`config.mk`:
```
export PLATFORM = sky130hd
export DESIGN_NAME = f1_reaction_timer
export DESIGN_NICKNAME = d
export VERILOG_FILES = /design/src/rtl/f1_reaction_timer.sv
export SDC_FILE = /design/constraint.sdc
export NUM_CORES = 1
export LEC_CHECK = 0
export BUFFER_PORTS_ARGS = -buffer_cell sky130_fd_sc_hd__buf_4
export CAP_MARGIN = 20
export CORE_MARGIN = 8
export CORE_UTILIZATION = 42
export DETAILED_ROUTE_END_ITERATION = 12
export SETUP_SLACK_MARGIN = 0.1
export SLEW_MARGIN = 5
export SYNTH_ARGS = -nofsm -noshare
export SYNTH_HDL_FRONTEND = slang
export SYNTH_SLANG_ARGS = --single-unit
```
`constraint.sdc`:
```
create_clock -name clk -period 4 [get_ports clk]
set_input_delay 0.4 -clock clk [delete_from_list [all_inputs] [get_ports clk]]
set_output_delay 0.4 -clock clk [all_outputs]
set_load 0.05 [all_outputs]
```
`src/rtl/f1_reaction_timer.sv`:
```
// f1_reaction_timer: lights-out to button-press reaction timer; optional best-time tracking via F1_TIMER_BEST_EN
module f1_reaction_timer #(
  parameter int CNT_W = 16,
  parameter logic [CNT_W-1:0] MAX_COUNT = 16'hFFFF
) (
  input  logic             clk,
  input  logic             rst,
  input  logic [7:0]       lights,
  input  logic             btn,
  output logic [CNT_W-1:0] react_time,
  output logic             valid,
  output logic             jump_start,
  output logic             timeout,
  output logic             busy
`ifdef F1_TIMER_BEST_EN
  ,
  output logic [CNT_W-1:0] best_time
`endif
);
  typedef enum logic [1:0] {IDLE, ARMED, FULL, TIMING} state_t;
  state_t state_q;
  logic btn_q, valid_q, jump_q, to_q, busy_q;
  logic [CNT_W-1:0] cnt_q, react_q;
  logic press;
  logic [CNT_W-1:0] k;
  assign press = btn & ~btn_q;
  assign k = cnt_q + 1'b1;
  assign react_time = react_q;
  assign valid = valid_q;
  assign jump_start = jump_q;
  assign timeout = to_q;
  assign busy = busy_q;
`ifdef F1_TIMER_BEST_EN
  logic [CNT_W-1:0] best_q;
  assign best_time = best_q;
`endif
  // sequence FSM with registered result flags and reaction counter
  always_ff @(posedge clk) begin
    if (rst) begin
      state_q <= IDLE;
      btn_q <= 1'b0;
      cnt_q <= '0;
      react_q <= '0;
      valid_q <= 1'b0;
      jump_q <= 1'b0;
      to_q <= 1'b0;
      busy_q <= 1'b0;
`ifdef F1_TIMER_BEST_EN
      best_q <= '1;
`endif
    end else begin
      btn_q <= btn;
      case (state_q)
        IDLE: if (lights == 8'h01) begin
          state_q <= ARMED;
          busy_q <= 1'b1;
          react_q <= '0;
          valid_q <= 1'b0;
          jump_q <= 1'b0;
          to_q <= 1'b0;
        end
        ARMED: if (press) begin
          state_q <= IDLE;
          busy_q <= 1'b0;
          jump_q <= 1'b1;
        end else if (lights == 8'hFF) begin
          state_q <= FULL;
        end else if (lights == 8'h00) begin
          state_q <= IDLE;
          busy_q <= 1'b0;
        end
        FULL: if (press) begin
          state_q <= IDLE;
          busy_q <= 1'b0;
          jump_q <= 1'b1;
        end else if (lights == 8'h00) begin
          state_q <= TIMING;
          cnt_q <= '0;
        end
        TIMING: begin
          cnt_q <= k;
          if (press) begin
            state_q <= IDLE;
            busy_q <= 1'b0;
            react_q <= k;
            valid_q <= 1'b1;
`ifdef F1_TIMER_BEST_EN
            if (k < best_q) best_q <= k;
`endif
          end else if (k == MAX_COUNT) begin
            state_q <= IDLE;
            busy_q <= 1'b0;
            react_q <= MAX_COUNT;
            to_q <= 1'b1;
          end
        end
        default: begin
          state_q <= IDLE;
          busy_q <= 1'b0;
        end
      endcase
    end
  end
endmodule

```
# After elaboration in Yosys (flattened, before gate mapping)
# Index checks and enable logic that the tools add are counted.
[classes] mux=31 n_lt_le_gt_ge=0 add_sub_neg=1 eq_ne=19 mul=0 n_bitwise=2 n_reduce_logical=13 div=0 n_shift=0
[op_table] cell="16-bit 2-to-1 mux" n=5
[op_table] cell="16-bit one-hot mux with 2 select lines" n=2
[op_table] cell="16-bit by 1-bit adder with 16-bit output (second input constant)" n=1
[op_table] cell="16-bit == test (second input constant)" n=1
[op_table] cell="2-bit 2-to-1 mux" n=8
[op_table] cell="2-bit != test (second input constant)" n=7
[op_table] cell="3-bit != test (second input constant)" n=4
[op_table] cell="3-bit AND reduction" n=4
[op_table] cell="1-bit 2-to-1 mux" n=11
[op_table] cell="8-bit by 1-bit == test with 1-bit output (second input constant)" n=1
[op_table] cell="8-bit == test (second input constant)" n=1
[op_table] cell="8-bit logical NOT" n=1
[op_table] cell="2-bit one-hot mux with 4 select lines" n=1
[op_table] cell="4-bit AND reduction" n=2
[op_table] cell="1-bit one-hot mux with 2 select lines" n=3
[op_table] cell="2-bit nonzero test" n=3
[op_table] cell="5-bit AND reduction" n=1
[op_table] cell="2-bit == test (second input constant)" n=2
[op_table] cell="4-bit != test (second input constant)" n=1
[op_table] cell="1-bit one-hot mux with 4 select lines" n=1
[op_table] cell="2-bit by 1-bit == test with 1-bit output (second input constant)" n=1
[op_table] cell="2-bit logical NOT" n=1
[op_table] cell="2-bit by 1-bit != test with 1-bit output (second input constant)" n=1
[op_table] cell="2-bit OR reduction" n=1
[op_table] cell="2 further kinds" n=2
[totals] latch_bits=0 out_inout_bits=20 register_bits=39 n_memories=0 mem_bits_ro=0 ramBits=0 wordCells=74

# Depth between registers and ports, before layout
# Gate-level depths: netlist of run 1.
[logic_depth] ltp_word=5 ltp_mapped=9

# Worst setup path before layout of run 1
# No wires, ideal clock.
[synth_timing] path_kind="register -> register" startpoint="reg cnt_q[0]" endpoint="reg state_q[1]" path_slack_ps=1889 stages_incl_launch_ff=9 synth_period_minus_slack_ps=2111 setup_time_ps=116 arrival_time_ps=1995 cell_sequence="dfxtp_1 -> ha_1 -> xnor2_1 -> or4_1 -> a221oi_2 -> a31o_1 -> buf_6 -> nand2_1 -> a31o_2"
[synth_between] elab_chain_cells=4
[synth_lines] element="from (decl)" line_no="23" source="logic [CNT_W-1:0] cnt_q, react_q;"
[synth_lines] element="from (signal assigned)" line_no="81" source="cnt_q <= k;"
[synth_lines] element="16-bit by 1-bit adder with 16-bit output" line_no="27" source="assign k = cnt_q + 1'b1;"
[synth_lines] element="16-bit == test" line_no="90" source="end else if (k == MAX_COUNT) begin"
[synth_lines] element="3-bit != test (no source line)"
[synth_lines] element="4-bit AND reduction (no source line)"
[synth_lines] element="to (signal assigned)" line_no="40" source="state_q <= IDLE;"
[synth_lines] element="to (signal assigned)" line_no="91" source="state_q <= IDLE;"
[synth_lines] element="to (signal assigned)" line_no="98" source="state_q <= IDLE;"
[synth_lines] element="to (decl)" line_no="21" source="state_t state_q;"
# No other way between the ends.
# A chain may end at the register's enable or synchronous reset.

# Final worst setup path of run 1
[layout_timing] startpoint="reg state_q[0]" endpoint="reg react_q[9] (netlist: react_time[9])"
[layout_between] elab_chain_cells=3 word_cells_on_any_way=7
[layout_lines] element="from (signal assigned)" line_no="40"
[layout_lines] element="from (signal assigned)" line_no="55" source="state_q <= ARMED;"
[layout_lines] element="from (signal assigned)" line_no="63" source="state_q <= IDLE;"
[layout_lines] element="2-bit == test / 2-bit logical NOT (equally long branches)" line_no="53" source="case (state_q)"
[layout_lines] element="3-bit != test (no source line) (tied with other cells)"
[layout_lines] element="3-bit AND reduction (no source line)"
[layout_lines] element="to (signal assigned)" line_no="85" source="react_q <= k;"
[layout_lines] element="to (decl)" line_no="23"
# Parallel ways exist; a longest one is shown, timed or not.

==> results of run 1 <==
## cell usage in the layout, fill, tap and decap left out, types with 2 or more instances in the layout
cell      count
nand4_1       8
ha_1          7
a21oi_1      24
nand2_1      22
nand3_1       6
o21a_1       10
o21ai_0       7
nor2b_1       4
a211oi_2      4
a21boi_0      2
nor2_1       30
xnor2_1      11
nand2b_1      2
dfxtp_1      39
inv_1        17
clkbuf_8      5
nor4_1        5
o31ai_1       2
and3_1        2
nor3_1        3
buf_4        33
mux2i_1       4
and2_1        3
and3_2        2
a31oi_1       9
## cell families after synthesis
logic type	Yosys count	synth area share, %
AOI/OAI and AO/OA	70	22.5
muxes	5	2.39
and+or+nand+nor	96	22.5
buffers and inverters	31	7.28
DFF	39	36.3
xor gates and xnor gates	12	4.89
adders and majority gates	7	4.07
## worst min path at each step
stage	slack [ns]	cells after the start	startpoint	to
floorplan	0.44	2	cnt_q[15]	cnt_q[15]
global placement	0.45	2	cnt_q[15]	cnt_q[15]
detailed placement	0.46	1	react_time[10]	react_time[10]
CTS	0.34	2	btn	btn_q
global route	0.36	2	btn	btn_q
finish	0.35	2	btn	btn_q
## area by class of cell
cell class	count	area share [%]
clock buffers	5	2.74
inverters	17	2.54
flip-flops and latches	39	31.1
repair buffers	33	9.87
multi-input cells	190	48.5
clock inverters	3	1.74
well taps	70	3.49
## registers in the layout, indices dropped and copies added (netlist names)
name,flops
btn_q,1
busy,1
cnt_q,16
jump_start,1
react_time,16
state_q,2
timeout,1
valid,1
## per-layer routing
layer,wire (um),track usage (%)
met1,2590,19.4
met2,2430,22.9
met3,369,4.69
met4,44,2.97
met5,0,0
## worst reg2reg max path, cell delays in order (launching register included)
cell and delay (ns):
dfxtp_1 0.40, ha_1 0.16, buf_4 0.29, inv_1 0.20, o21ai_0 0.62, inv_1 0.13, nor2_1 0.59, o211a_1 0.21
## stage by stage
stage | instance area, um2 | util, % | power, uW | hold WS (ns) | instances
6_report | 2510 | 50.1 | 799 | 0.348 | 357
5_1_grt | 2510 | 50.1 | 835 | 0.365 | 357
4_1_cts | 2510 | 50.1 | 807 | 0.338 | 357
3_5_place_dp | 2400 | 47.9 | 474 | 0.459 | 349
3_3_place_gp | 2400 | 47.9 | 473 | 0.453 | 349
2_1_floorplan | 2150 | - | 450 | 0.443 | 260
## power breakdown
| group | internal (uW) | switching, uW |
|---|---|---|
| registers | 391 | 2.91 |
| logic | 26.1 | 43.6 |
| clock network | 186 | 149 |
==> flow_summary.toml, run 1 <==
[floorplanning]
die_x_um = 87.5
rows = 26
io_pins = 31
die_h_um = 87.5
initial_core_util_pct = 42.9
core_area_mm2 = 0.00501
die_area_mm2 = 0.00766

[synthesis]
synth.most_common_cell = "dfxtp_1"
synth_fp_nets = 278
ys_seq_elements = 39
synth_edf_count = 0
synth.distinct_cells = 51
syn_inst = 260
ys_top_cells_by_count = "dfxtp_1 (39), nor2_1 (30), a21oi_1 (24)"
avgSynthCellArea_um2 = 8.27
ys_seq_area_share_pct = 36.3
synth.largest_area_cell = "dfxtp_1"
synth-main-ff-cell = "dfxtp_1"
netlist_area_mm2 = 0.00215
async_flop_share_pct = 0
synth_top_cell_area_share_pct = 36.3
synth_area_leaders = "dfxtp_1 (36%), a21oi_1 (5.6%), nor2_1 (5.2%)"
yosysWarnings = 0

[global_route]
globalRouteOverflowTotal = 0
grt_pass1_vias = 1837
grt_max_degree = 32
antenna_found_initial = 0
track_usage_pct = 14.7
grt_pass1_wl_um = 8960

[setup_path]
max_stage_delay_ns = 0.62
path_max_fanout = 28
r2r_end = "react_time[9]"
crit_buf_inv = 3
worstSetupEndpoint = "react_time[9]"
arrival_ns = 2.90
cp-end-kind = "flop"
cp_top_family = "compound AO/OA/AOI/OAI gates"
critPathKind = "flop to flop"
cp_slowest_cell = "o21ai_0"
r2r_cells = 7
regToRegSetupSlack_ns = 1.34
cpMostUsedCell = "inv_1"
r2r-start = "state_q[0]"
path_cells = "ha_1, buf_4, inv_1, o21ai_0, inv_1, nor2_1, o211a_1"
crit_cells = 7
startpoint = "state_q[0]"
startpoint_type = "flop"
cp.required_ns = 4.24

[route]
first_pass_iters = 4
wl_um = 5440
avgRoutedWirePerCell_um = 15.2
num_vias = 1918
drtIter0Drc = 101
drc = 0
drtAntennaViolNets = 0
via_per_inst = 5.37

[finish]
antenna_cells = 0
multiInputGateArea_mm2 = 0.00122
fin_nets = 304
fillers = 511
register_area_um2 = 781
area_growth_pct = 16.8
drive_gt1_share_pct = 19.9

[pwr]
p_leak_uw = 0.000933
peakVddDrop_v = 0.000291
power_density_mw_per_mm2 = 318

[sta]
layout_setup_ws_ns = 1.34
rsz0062_at_grt = "false"
setup_tns_ns = 0
fmax_mhz = 376
maxSlewViolCount = 0
worstMarginPinSlew_ns = 0.708
finalHoldViolCount = 0
finClkSkew_ns = 0.00452
timing.final.crit_share_pct = 66.5
setup_viol = 0
max_slew_margin_pct = 52.3
fin_crit_ns = 2.66

[status]
status = "completed"

[clock_network]
cts_sinks = 39
holdBufCountCts = 0
htree_levels = 2
cts_setup_buffers = 0
numCtsBuffers = 5
ctsResizeCount = 0
cts.clk_slew.worst_paths_ns = 0.08
insertion_delay_ns = 0.29
root_buffer = "clkbuf_8"
clock_path_buffers = 2
cts_tree = "built"

[flow_run]
cap_violations = 0

[placed_design]
portBuffers = 30
place_ws_ns = 1.34
finalWeightedCongestion = 0.833
dp_hpwl_um = 4010

[min_path]
min-delay-path-class = "primary input to flop"
(Power assumes the default switching activity.)
==> run 2: changes to the inputs <==
- clock period: 4 -> 2.4 ns (I/O delays scaled with it)
==> run 2 against run 1 <==
Against the previous run:
- sequential cell count unchanged
- critical path depth decreased by 1
- register-to-register slack lost 1.2 ns
- final cell count rose by 3.4%
- core utilization increased by 4.0 points
- critical path type unchanged
==> flow_summary.toml, run 2 (synthesis results as in run 1) <==
[min_path]
min-delay-path-class = "primary input to flop"
hold_depth = 2
worstHoldStart = "btn"
hold_end = "btn_q"

[finish]
fin_nets = 316
layout_common_cells = "buf_4 (41), dfxtp_1 (36), nor2_1 (29)"
antenna_cells = 0
drive_gt1_share_pct = 27.4
finalCoreUtilization_pct = 54.1
final_common_cell = "buf_4"
area_growth_pct = 26.1
final_cell_area_mm2 = 0.00271

[global_route]
grt_pass1_vias = 1917
grt_pass1_wl_um = 9430
antenna_found_initial = 0
globalRouteOverflowTotal = 0
track_usage_pct = 15.4
grt_max_degree = 32

[sta]
setup_viol = 0
finalHoldViolCount = 0
max_slew_margin_pct = 43.6
fin_crit_ns = 2.24
timing.final.crit_share_pct = 93.3
finClkSkew_ns = 0.00789
setup_tns_ns = 0
fin_hold_ws_ns = 0.178
layout_setup_ws_ns = 0.161
maxSlewViolCount = 0
rsz0062_at_grt = "true"
fmax_mhz = 447
worstMarginPinSlew_ns = 0.838

[clock_network]
cts.clk_slew.worst_paths_ns = 0.08
root_buffer = "clkbuf_8"
insertion_delay_ns = 0.29
cts_tree = "built"
htree_levels = 2
cts_sinks = 39
numCtsBuffers = 5
holdBufCountCts = 0
clock_path_buffers = 2

[setup_path]
path_cells = "inv_1, ha_1, a21boi_0, a31oi_1, and3_2, a31o_2"
max_stage_delay_ns = 0.70
regToRegSetupSlack_ns = 0.16
startpoint_type = "flop"
cp.required_ns = 2.60
r2r-start = "state_q[0]"
cp_slowest_cell = "a21boi_0"
cp-end-kind = "flop"
critPathKind = "flop to flop"
arrival_ns = 2.43
r2r_cells = 6
path_max_fanout = 6
r2r_end = "state_q[1]"

[floorplanning]
core_area_mm2 = 0.00501
die_area_mm2 = 0.00766
io_pins = 31
die_h_um = 87.5
rows = 26
initial_core_util_pct = 42.9
die_x_um = 87.5

[route]
drtIter0Drc = 150
first_pass_iters = 5
drtAntennaViolNets = 0
num_vias = 1981
avgRoutedWirePerCell_um = 15.3
drc = 0
via_per_inst = 5.37
wl_um = 5650

[pwr]
p_seq_share_pct = 49.5
internal_power_uw = 1010
sw_frac_of_total_pct = 24.2
clkPwrFrac_pct = 41.4
switching_power_uw = 322
comb_power_share_pct = 9.1
peakVddDrop_v = 0.000278
p_leak_uw = 0.00102
power_density_mw_per_mm2 = 490

[placed_design]
finalWeightedCongestion = 0.800
dp_hpwl_um = 4070
portBuffers = 30
postPlaceCellArea_mm2 = 0.00245
place_ws_ns = 0.0268

[flow_run]
cap_violations = 0

[status]
status = "completed"
[run 2: final cells by class]
type / count / area [um2]
fillers: 501 / 2300
multi-input cells: 191 / 1320
flip-flops and latches: 39 / 787
repair buffers: 44 / 342
well taps: 70 / 87.6
clock buffers: 5 / 68.8
inverters: 17 / 66.3
clock inverters: 3 / 43.8
[run 2: per-stage QoR]
step                instances  power [uW]
floorplan                 260         750
global placement          356         789
detailed placement        356         790
CTS                       364        1350
global route              369        1390
finish                    369        1330
[run 2: power groups by stage]
stage	logic [uW]	registers, uW	clock network, uW
floorplan	67.7	683	0
global placement	116	673	0
detailed placement	118	673	0
CTS	118	657	571
global route	132	657	601
finish	121	657	550
[run 2: routing by layer]
layer  vias up  wire (um)  GRT usage [%]
met4         0         98           4.22
met2        52       2580           24.0
met1       921       2640           19.9
met5         -          0              0
li1        997          -              -
met3        11        328           4.69
[run 2: how the worst max path moves through the flow]
stage,slack (ns),start,cells past startpoint,end
after global routing,0.08,cnt_q[1],8,busy
after detailed placement,0.03,cnt_q[0],7,state_q[1]
after floorplan,0.29,cnt_q[0],8,state_q[1]
after CTS,0.09,cnt_q[0],7,state_q[1]
final,0.16,state_q[0],6,state_q[1]
after global placement,0.09,cnt_q[0],7,state_q[1]
[run 2: worst max-delay path: cells and delay by family, from the launching register on]
family                     cells  cell delay, ns
DFF                            1            0.36
AOI/OAI and AO/OA              3            1.15
buffers and inverters          1            0.12
adders and majority gates      1            0.23
and+or+nand+nor                1            0.28
[run 2: repair_timing]
action | CTS | global route
endpoints found under the hold margin | 0 | 0
gates cloned | 0 | 1
gates resized for setup | 3 | 20
setup buffers | 0 | 4
pin swaps | 0 | 6
setup endpoints to repair | 16 | 19
